## config.mk

```make
export PLATFORM = sky130hd
export DESIGN_NAME = approx_err_monitor
export DESIGN_NICKNAME = d
export VERILOG_FILES = /design/src/rtl/approx_err_monitor.sv
export SDC_FILE = /design/constraint.sdc
export NUM_CORES = 1
export LEC_CHECK = 0
export ABC_AREA = 1
export CORE_ASPECT_RATIO = 1.25
export CORE_UTILIZATION = 54
export CTS_BUF_LIST = sky130_fd_sc_hd__clkbuf_8
export CTS_CLUSTER_SIZE = 16
export DETAILED_ROUTE_END_ITERATION = 12
export PLACE_DENSITY = 0.87
export SLEW_MARGIN = 40
export SYNTH_ARGS = -nofsm -noshare
export SYNTH_HDL_FRONTEND = slang
export SYNTH_SLANG_ARGS = --single-unit
export TNS_END_PERCENT = 1
```

## constraint.sdc

```tcl
create_clock -name clk -period 5.3 [get_ports clk]
set_input_delay 1.06 -clock clk [delete_from_list [all_inputs] [get_ports clk]]
set_output_delay 1.06 -clock clk [all_outputs]
set_load 0.01 [all_outputs]
```

## src/rtl/approx_err_monitor.sv

```systemverilog
// -----------------------------------------------------------------------------
// approx_err_monitor
//   Error-statistics stage that sits behind the 8x8 truncated Dadda multiplier.
//   Each accepted sample {a, b, p_approx} is compared against the exact product.
//   Over a run of N_SAMPLES samples the block accumulates the sample count,
//   the error count, the overshoot count, a saturating ED sum and the max ED.
//
//   Ports
//     clk       rising-edge clock
//     rst       synchronous active-high reset, priority over everything
//     start     run start pulse, honoured in IDLE and DONE only
//     in_valid  sample valid
//     in_ready  sample ready (registered, independent of in_valid)
//     a, b      operands of the sample
//     p_approx  product from the approximate multiplier
//     busy      high in RUN and DRAIN
//     done      high in DONE; results stable
//     smp_cnt   samples accumulated
//     err_cnt   samples with ED != 0
//     over_cnt  samples with p_approx > exact
//     ed_sum    saturating sum of ED
//     ed_max    largest ED seen
//     sum_sat   sticky flag, ed_sum saturated
//
//   Pipeline: capture on acceptance (edge t), ED/overshoot at t+1, stats at t+2.
//   DRAIN lasts exactly two cycles so the last sample lands in the stats on the
//   same edge that moves the FSM into DONE.
// -----------------------------------------------------------------------------
module approx_err_monitor #(
  parameter int WIDTH     = 8,
  parameter int N_SAMPLES = 256,
  parameter int CNT_W     = 17,
  parameter int SUM_W     = 32
) (
  input  logic                 clk,
  input  logic                 rst,
  input  logic                 start,
  input  logic                 in_valid,
  output logic                 in_ready,
  input  logic [WIDTH-1:0]     a,
  input  logic [WIDTH-1:0]     b,
  input  logic [2*WIDTH-1:0]   p_approx,
  output logic                 busy,
  output logic                 done,
  output logic [CNT_W-1:0]     smp_cnt,
  output logic [CNT_W-1:0]     err_cnt,
  output logic [CNT_W-1:0]     over_cnt,
  output logic [SUM_W-1:0]     ed_sum,
  output logic [2*WIDTH-1:0]   ed_max,
  output logic                 sum_sat
);

  localparam int PW     = 2 * WIDTH;
  localparam int STAGES = 2;
  // Accumulator add is done one bit wider than the larger operand so the
  // carry shows whether the true sum exceeds the representable maximum.
  localparam int ACC_W  = ((SUM_W > PW) ? SUM_W : PW) + 1;

  typedef enum logic [1:0] {
    S_IDLE  = 2'd0,
    S_RUN   = 2'd1,
    S_DRAIN = 2'd2,
    S_DONE  = 2'd3
  } state_t;

  state_t             r_state;
  state_t             w_state_nxt;
  logic               w_clear;
  logic               w_accept;
  logic               w_last;

  logic               r_in_ready;
  logic               r_busy;
  logic               r_done;
  logic [CNT_W-1:0]   r_acc_cnt;
  logic               r_drain_cnt;

  logic [STAGES-1:0]  r_vld_pipe;
  logic [WIDTH-1:0]   r_a;
  logic [WIDTH-1:0]   r_b;
  logic [PW-1:0]      r_p0;
  logic [PW-1:0]      r_ed1;
  logic               r_ov1;

  logic [PW-1:0]      w_exact;
  logic               w_ov;
  logic [PW-1:0]      w_ed;
  logic [ACC_W-1:0]   w_sum_ext;
  logic               w_sum_ovf;

  logic [CNT_W-1:0]   r_smp_cnt;
  logic [CNT_W-1:0]   r_err_cnt;
  logic [CNT_W-1:0]   r_over_cnt;
  logic [SUM_W-1:0]   r_ed_sum;
  logic [PW-1:0]      r_ed_max;
  logic               r_sum_sat;

  // in_ready is a register, so acceptance never loops through in_valid.
  assign w_accept = in_valid & r_in_ready;
  assign w_last   = w_accept && (r_acc_cnt == CNT_W'(N_SAMPLES - 1));

  // ---------------------------------------------------------------------------
  // FSM
  // ---------------------------------------------------------------------------
  always_comb begin
    w_state_nxt = r_state;
    w_clear     = 1'b0;
    case (r_state)
      S_IDLE: begin
        if (start) begin
          w_clear     = 1'b1;
          w_state_nxt = S_RUN;
        end
      end
      S_RUN: begin
        // start is deliberately not looked at here, including on the last
        // acceptance.
        if (w_last) w_state_nxt = S_DRAIN;
      end
      S_DRAIN: begin
        if (r_drain_cnt) w_state_nxt = S_DONE;
      end
      S_DONE: begin
        if (start) begin
          w_clear     = 1'b1;
          w_state_nxt = S_RUN;
        end
      end
      default: w_state_nxt = S_IDLE;
    endcase
  end

  always_ff @(posedge clk) begin
    if (rst) begin
      r_state     <= S_IDLE;
      r_in_ready  <= 1'b0;
      r_busy      <= 1'b0;
      r_done      <= 1'b0;
      r_acc_cnt   <= '0;
      r_drain_cnt <= 1'b0;
    end else begin
      r_state     <= w_state_nxt;
      // Status outputs decoded from the next state so they are registered
      // and line up with the state register.
      r_in_ready  <= (w_state_nxt == S_RUN);
      r_busy      <= (w_state_nxt == S_RUN) || (w_state_nxt == S_DRAIN);
      r_done      <= (w_state_nxt == S_DONE);
      if (w_clear)       r_acc_cnt <= '0;
      else if (w_accept) r_acc_cnt <= r_acc_cnt + CNT_W'(1);
      r_drain_cnt <= (r_state == S_DRAIN) && !r_drain_cnt;
    end
  end

  // ---------------------------------------------------------------------------
  // Sample pipeline
  // ---------------------------------------------------------------------------
  assign w_exact = PW'(r_a) * PW'(r_b);
  assign w_ov    = (r_p0 > w_exact);
  assign w_ed    = w_ov ? (r_p0 - w_exact) : (w_exact - r_p0);

  always_ff @(posedge clk) begin
    if (rst) begin
      r_vld_pipe <= '0;
      r_a        <= '0;
      r_b        <= '0;
      r_p0       <= '0;
      r_ed1      <= '0;
      r_ov1      <= 1'b0;
    end else begin
      r_vld_pipe <= {r_vld_pipe[STAGES-2:0], w_accept};
      if (w_accept) begin
        r_a  <= a;
        r_b  <= b;
        r_p0 <= p_approx;
      end
      if (r_vld_pipe[0]) begin
        r_ed1 <= w_ed;
        r_ov1 <= w_ov;
      end
    end
  end

  // ---------------------------------------------------------------------------
  // Statistics
  // ---------------------------------------------------------------------------
  assign w_sum_ext = ACC_W'(r_ed_sum) + ACC_W'(r_ed1);
  assign w_sum_ovf = (w_sum_ext > ACC_W'({SUM_W{1'b1}}));

  always_ff @(posedge clk) begin
    if (rst || w_clear) begin
      r_smp_cnt  <= '0;
      r_err_cnt  <= '0;
      r_over_cnt <= '0;
      r_ed_sum   <= '0;
      r_ed_max   <= '0;
      r_sum_sat  <= 1'b0;
    end else if (r_vld_pipe[STAGES-1]) begin
      r_smp_cnt <= r_smp_cnt + CNT_W'(1);
      if (r_ed1 != '0) r_err_cnt  <= r_err_cnt + CNT_W'(1);
      if (r_ov1)       r_over_cnt <= r_over_cnt + CNT_W'(1);
      if (r_ed1 > r_ed_max) r_ed_max <= r_ed1;
      if (w_sum_ovf) begin
        r_ed_sum  <= {SUM_W{1'b1}};
        r_sum_sat <= 1'b1;
      end else begin
        r_ed_sum  <= w_sum_ext[SUM_W-1:0];
      end
    end
  end

  assign in_ready = r_in_ready;
  assign busy     = r_busy;
  assign done     = r_done;
  assign smp_cnt  = r_smp_cnt;
  assign err_cnt  = r_err_cnt;
  assign over_cnt = r_over_cnt;
  assign ed_sum   = r_ed_sum;
  assign ed_max   = r_ed_max;
  assign sum_sat  = r_sum_sat;

endmodule

```

* After elaboration in Yosys (flattened, before gate mapping)
Cells that the tools add are included.
** Word-level totals
- Flip-flop bits (word level) :: 174
- Bits in latches :: 0
- Bits in writable memories :: 0
- ROM bits :: 0
- Output and inout bits :: 103
- Memories kept :: 0
** Cells by class
- $add $sub $neg :: 7
- Multiply operators :: 1
- Divide/modulo/power cells :: 0
- Order comparisons :: 3
- Eq/ne operators :: 7
- Shift-type cells :: 0
- Mux-type cells :: 8
- Bitwise gates (word level) :: 1
- Reduce and logical (&&, ||, !) cells :: 13
** Operators with widths (count)
- adder 17 x 1 -> 17 bit, second input constant :: 4
- adder 32 x 16 -> 33 bit :: 1
- > comparator 33 x 32 -> 1 bit, second input constant :: 1
- > comparator 16 bit :: 2
- 2-to-1 mux 32 bit :: 1
- subtractor 16 bit :: 2
- equality test 17 x 8 -> 1 bit, second input constant :: 1
- multiplier 8 x 8 -> 16 bit :: 1
- 2-to-1 mux 16 bit :: 1
- nonzero test 16 bit :: 1
- equality test 2 bit, second input constant :: 4
- AND reduction 2 bit :: 4
- 2-to-1 mux 2 bit :: 3
- case mux 2 bit (3 select lines) :: 1
- equality test 2 x 1 -> 1 bit, second input constant :: 2
- OR reduction 2 bit :: 2
- logical AND 1 bit :: 2
- logical NOT 2 bit :: 1
- logical OR 1 bit :: 2
- 2-to-1 mux 1 bit :: 2
- AND 1 bit :: 1
- logical NOT 1 bit :: 1

* Logic depth before layout (Yosys ltp)
Gate-level depths: netlist of the first run.
- Depth after elaboration :: 6
- Depth in mapped cells :: 36

* Worst setup path before layout of the first run
OpenSTA, ideal clock, no wires.
- Kind :: reg2reg
- Start point :: register r_a[0]
- End point :: register r_ed1[14]
- Library setup time :: 109 ps
- Arrival time :: 5407 ps
- Setup slack :: -216 ps
- Stages on the path, launching flop included :: 31
- Buffers on the path :: 2
- Cells stage by stage :: dfxtp_1 clkbuf_1 nand2_1 fa_1 fa_1 inv_1 fa_1 inv_1 fa_1 inv_1 ha_1 inv_1 o21ai_0 a21oi_1 o21ai_0 a21oi_1 xor2_1 inv_1 ha_1 nand2_1 inv_2 nand3_1 nor3_2 nand2_1 nand2_4 inv_4 buf_6 nand2_1 nand3_1 nand2_1 inv_1
** On the way
- Word-level cells in the longest chain between the ends :: 3
** Ends and longest elaborated chain
- from (decl) :: line 79 : logic [WIDTH-1:0] r_a;
- from (signal assigned) :: line 164 : r_a <= '0;
- from (signal assigned) :: line 172 : r_a <= a;
- multiplier 8 x 8 -> 16 bit * :: line 157 : assign w_exact = PW'(r_a) * PW'(r_b);
- subtractor 16 bit / > comparator 16 bit (equally long branches) :: line 159, 158
- 2-to-1 mux 16 bit * :: line 159 : assign w_ed = w_ov ? (r_p0 - w_exact) : (w_exact - r_p0);
- to (signal assigned) :: line 177 : r_ed1 <= w_ed;
- to (decl) :: line 82 : logic [PW-1:0] r_ed1;
Every way passes the cells marked *; elsewhere a longest branch is shown, timed or not.
A chain may end at the register's enable or synchronous reset.

* Worst setup path in the final report of the first run
- Start point :: register r_a[0]
- End point :: register r_ed1[1]
The elaborated chain is that of the path after synthesis.

==> impl_metrics.tcl, run 1 <==
set metrics [dict create \
    drive_gt1_share_pct 11.1 \
    cp.arrival_ns 5.76 \
    criticalPathCategory "reg2reg" \
    ir_worst_vdd_mv 0.217 \
    clk_latency_ns 0.50 \
    nNetsFinal 2438 \
    final_area_mm2 0.0165 \
    rsz0062_at_grt "true" \
    dieHeight_um 179 \
    routed_wirelength_um 37500 \
    synth-seq-cells 174 \
    synth-edff-count 0 \
    cp.required_ns 5.68 \
    synth_seq_area_share_pct 25.7 \
    rows 64 \
    synth_mux_area_share_pct 0 \
    synthSimpleGateAreaFrac_pct 29.3 \
    path_max_fanout 6 \
    synth_compound_area_share_pct 12.4 \
    end_kind "flip-flop" \
    antenna_found_initial 1 \
    h-tree-depth 4 \
    drtIter0Drc 891 \
    max_cap_viol_count 0 \
    max_clock_freq_ghz 0.186 \
    cts_root_buf "clkbuf_8" \
    final_core_util_pct 67.1 \
    cp_common_cell "buf_4" \
    vias_per_cell 5.31 \
    cts_tree "yes" \
    synth_xor_area_share_pct 3.49 \
    grt_pass1_wl_um 61000 \
    area_delta_synth_final_pct 21.7 \
    fin_crit_sh_pct 101 \
    fin_worst_skew_ns 0.0176 \
    cts_buffers 17 \
    cts_sinks 174 \
    hold_viol 0 \
    grt_overflow_total 0 \
    dpl.hpwl_um 28700 \
    die_area_mm2 0.0258 \
    grtUsageTotal_pct 29.7 \
    drc 0 \
    grt_start_max_net_pins 67 \
    grt_pass1_vias 13500 \
    core-area_mm2 0.0246 \
    p_per_area_mw_per_mm2 311 \
    final_common_cell "nand2_1" \
    p_leak_uw 0.00788 \
    drtPass1Iterations 6 \
    ys_async_sr_fraction_pct 0 \
    syn_nets 2265 \
    syn_area_per_cell_um2 6.51 \
    min_period_ns 5.38 \
    min_path_type "reg2reg" \
    crit_slowest_cell "fa_1" \
    max_stage_delay_ns 0.55 \
    yosysWarnings 0 \
    worst_setup_path_start_kind "flip-flop" \
    violations "negative setup slack" \
    final-setup-viol-count 15 \
    clk_pin_slew_ns 0.10 \
    placed_cell_area_mm2 0.0157 \
    synthAdderAreaFrac_pct 15.6 \
    yosys_most_used_dff "dfxtp_1" \
    portBuffers 138 \
    syn_area_mm2 0.0136 \
    io_pins 139 \
    clockBufferDepth 2 \
    ys_types 50 \
    place_congestion 0.992 \
    timing.final.ws_setup_ns -0.0790 \
    synth_top_family_by_area "simple AND/OR/NAND/NOR gates" \
    n_antenna_cell 0 \
    ant_nets 0 \
    worst_slew_pin_slew_ns 0.747 \
    start_util_pct 55.2 \
    wl_per_cell_um 14.4 \
    vias 13800 \
    status "finished, violations left" \
    relSlewSlack_pct 50.0 \
    synthCells 2083 \
    slew_violations 0 \
    final_cell_mix "494 x nand2_1, 381 x inv_1, 174 x nor2_1" \
    chipWidth_um 144 \
]
-- metal layers --
layer  track usage (%)  wire (µm)
met5                 0         10
met4              15.8       1720
met3              3.98       1780
met2              55.7      19300
met1              32.1      14600
-- final timing paths --
| kind | startpoint | end | slack, ns | depth (start not counted) |
|---|---|---|---|---|
| worst max-delay path | r_a[0] | r_ed1[1] | -0.08 | 28 |
| worst min-delay path | r_drain_cnt | r_drain_cnt | 0.43 | 1 |
| worst max register to register | r_a[0] | r_ed1[1] | -0.08 | 28 |
| worst min register to register | r_drain_cnt | r_drain_cnt | 0.43 | 1 |
-- cell type report --
class / count / area (µm²)
Timing Repair Buffer: 225 / 2040
Clock buffer: 18 / 248
Timing Repair inverter: 1 / 6.26
Tap cell: 330 / 413
Inverter: 397 / 1500
Multi-Input combinational cell: 1440 / 8640
Fill cell: 2116 / 8080
Sequential cell: 174 / 3510
Clock inverter: 14 / 146
-- per-stage QoR --
stage | hold slack (ns) | setup WS [ns] | power, µW | cells | TNS, ns
floorplan | 0.393 | 0.0180 | 3180 | 2083 | 0
global placement | 0.403 | -0.182 | 3830 | 2555 | -2.25
detailed placement | 0.419 | -0.331 | 3890 | 2555 | -4.71
CTS | 0.435 | 0.000906 | 4970 | 2594 | 0
global route | 0.465 | -0.295 | 5490 | 2599 | -4.17
finish | 0.430 | -0.0790 | 5130 | 2599 | -0.724
-- power breakdown --
part,switching (µW),internal (µW)
Combinational,1670,1010
Clock,563,403
Sequential,91.3,1390
Total,2320,2800
-- cell families after synthesis --
logic type / after synthesis
AND/OR/NAND/NOR: 931
buffers and inverters: 471
AO/OA/AOI/OAI: 307
flip-flops: 174
adder cells (fa/ha/maj): 146
XOR/XNOR: 54
-- cell usage after synthesis, types with 15 or more instances --
master / number / area share (%)
a21oi_1: 156 / 5.8
buf_2: 15 / 0.55
clkbuf_1: 49 / 1.4
dfxtp_1: 174 / 26
fa_1: 39 / 5.8
ha_1: 107 / 9.9
inv_1: 389 / 11
nand2_1: 507 / 14
nand3_1: 122 / 4.5
nand4_1: 41 / 1.9
nor2_1: 179 / 5.0
nor3_1: 34 / 1.3
o21ai_0: 112 / 4.1
xnor2_1: 21 / 1.4
xor2_1: 33 / 2.1
-- worst max-delay path, delay by kind of cell, from the launching register on --
family / cells / cell delay, ns
fa+ha+maj: 6 / 2.30
simple gates: 10 / 1.18
buf+inv: 9 / 1.00
flops: 1 / 0.35
compound gates: 2 / 0.21
xor+xnor: 1 / 0.21
-- flip-flops by register name, indices dropped and copies added (netlist names) --
signal	flops
r_a	8
in_ready	1
r_state	2
r_p0	16
smp_cnt	17
ed_sum	32
r_acc_cnt	17
r_ov1	1
r_drain_cnt	1
err_cnt	17
busy	1
sum_sat	1
over_cnt	17
r_ed1	16
ed_max	16
done	1
r_b	8
r_vld_pipe	2
-- timing repair --
action | in CTS | in global routing
cloned | 3 | 0
resized for setup | 47 | 45
pin swaps | 29 | 37
setup buffers | 4 | 5
setup endpoints to repair | 16 | 16
hold buffers | 0 | 0
(Power assumes the default switching activity.)
==> inputs of run 2 (changes only) <==
--- a/config.mk
+++ b/config.mk
@@ -7,6 +7,7 @@
 export LEC_CHECK = 0
 export ABC_AREA = 1
 export CORE_ASPECT_RATIO = 1.25
+export CORE_MARGIN = 5
 export CORE_UTILIZATION = 54
 export CTS_BUF_LIST = sky130_fd_sc_hd__clkbuf_8
 export CTS_CLUSTER_SIZE = 16
==> run 2 against run 1 <==
- count of clock-buffer cells in the layout unchanged
- hold slack better by 0.0016 ns
- sequential power about the same
- die area up 10%
- the flow still finishes with violations (negative setup slack)
- flip-flop and latch count unchanged
- core utilization down 0.88 points
- routed wire length up 2.5%
- non-clock buffer count down 9
- highest routed layer is now met4
- final cell count down 0.35%
- first-iteration DRC count down 3.6%
- register-to-register slack worse by 0.09 ns
- global-route usage down 2.9 points
==> impl_metrics.tcl, run 2 (same netlist as run 1, synthesis figures left out) <==
set metrics [dict create \
    status "finished, violations left" \
    violations "negative setup slack" \
    clk_latency_ns 0.49 \
    wl_per_cell_um 14.8 \
    min_path_type "reg2reg" \
    p_per_area_mw_per_mm2 298 \
    drc 0 \
    cts_sinks 174 \
    max_stage_delay_ns 0.57 \
    cts_tree "yes" \
    area_delta_synth_final_pct 20.1 \
    drtPass1Iterations 5 \
    drive_gt1_share_pct 9.47 \
    fin_crit_sh_pct 103 \
    hold_viol 0 \
    min_period_ns 5.47 \
    reg2reg_slack_ns -0.17 \
    core-area_mm2 0.0246 \
    drtIter0Drc 859 \
    final_cell_mix "502 x nand2_1, 385 x inv_1, 176 x nor2_1" \
    criticalPathCategory "reg2reg" \
    p_total_uw 4860 \
    end_kind "flip-flop" \
    cts_root_buf "clkbuf_8" \
    cts_buffers 17 \
    path_max_fanout 13 \
    portBuffers 138 \
    dp_slack_ns -0.371 \
    antenna_found_initial 0 \
    fin_cells 2590 \
    rows 64 \
    grt_start_max_net_pins 54 \
    final_area_mm2 0.0163 \
    worst_setup_path_start_kind "flip-flop" \
    tns_ns -2.31 \
    grt_overflow_total 0 \
    nNetsFinal 2428 \
    slew_violations 0 \
    final-setup-viol-count 16 \
    die_area_mm2 0.0284 \
    dpl.hpwl_um 29300 \
    start_util_pct 55.2 \
    final_common_cell "nand2_1" \
    cp.arrival_ns 5.90 \
    vias 13900 \
    fin_worst_skew_ns 0.0147 \
    ant_nets 0 \
    worst_slew_pin_slew_ns 0.770 \
    chipWidth_um 152 \
    grtUsageTotal_pct 26.8 \
    p_leak_uw 0.00781 \
    place_congestion 0.978 \
    dp.cells 2547 \
    routed_wirelength_um 38500 \
    cp_common_cell "nand2_1" \
    placed_cell_area_mm2 0.0156 \
    relSlewSlack_pct 48.5 \
    ir_worst_vdd_mv 0.189 \
    dieHeight_um 187 \
    grt_pass1_vias 13800 \
    clockBufferDepth 2 \
    clk_pin_slew_ns 0.10 \
    timing.final.ws_setup_ns -0.168 \
    crit_slowest_cell "fa_1" \
    vias_per_cell 5.37 \
    cp.required_ns 5.73 \
    h-tree-depth 4 \
    largest_reg_flops 32 \
    grt_pass1_wl_um 63000 \
    io_pins 139 \
    rsz0062_at_grt "true" \
    max_clock_freq_ghz 0.183 \
    max_cap_viol_count 0 \
]
[run 2: changes by cell type in the layout (fill, tap and decap cells not counted), sizes merged]
cell,delta
diode,+1
clkinv,+6
inv,-5
buf,-9
clkinvlp,-1
bufinv,-1
[run 2: routing by layer]
layer  GRT usage (%)  wire, µm
met5               0         0
met4            13.1      1770
met3            3.39      2260
met2            49.5     19700
met1            29.6     14700
[run 2: power breakdown]
group	switching, µW	internal (µW)	leakage (µW)
registers	95.1	1390	0.00141
clock network	527	337	0.000188
logic	1580	928	0.00621
total	2200	2660	0.00781
[run 2: what timing repair did]
action	CTS	global route
hold buffers	0	0
endpoints found under the setup margin	16	16
cloned	2	0
buffers inserted	7	1
gates resized for setup	53	10
pin swaps	29	3
[run 2: path summary, 6_finish.rpt]
kind / from / end / cells after the start
worst min register to register: r_drain_cnt / r_drain_cnt / 1
worst min-delay path: r_drain_cnt / r_drain_cnt / 1
worst max-delay path: r_a[3] / r_ed1[15] / 31
worst max register to register: r_a[3] / r_ed1[15] / 31
[run 2: area by class of cell]
class | instances | area [µm²]
Multi-Input combinational cell | 1440 | 8550
Fill cell | 2125 | 8300
Sequential cell | 174 | 3510
Timing Repair Buffer | 216 | 1970
Inverter | 397 | 1500
Tap cell | 330 | 413
Clock buffer | 18 | 248
Clock inverter | 14 | 95.1
Antenna cell | 1 | 2.50
[run 2: stage by stage]
stage / hold slack [ns] / util, %
3_3_place_gp: 0.405 / 63.5
3_5_place_dp: 0.425 / 63.5
2_1_floorplan: 0.393 / -
6_report: 0.431 / 66.3
5_1_grt: 0.471 / 66.2
4_1_cts: 0.437 / 66.0
[run 2: worst max-delay path: cells and delay by family (launching register included)]
kind                       cells  cell delay, ns
xor gates and xnor gates       1            0.21
buffers and inverters          8            0.62
AOI/OAI and AO/OA              3            0.44
adders and majority gates      6            2.59
DFF                            1            0.38
and+or+nand+nor               13            1.14
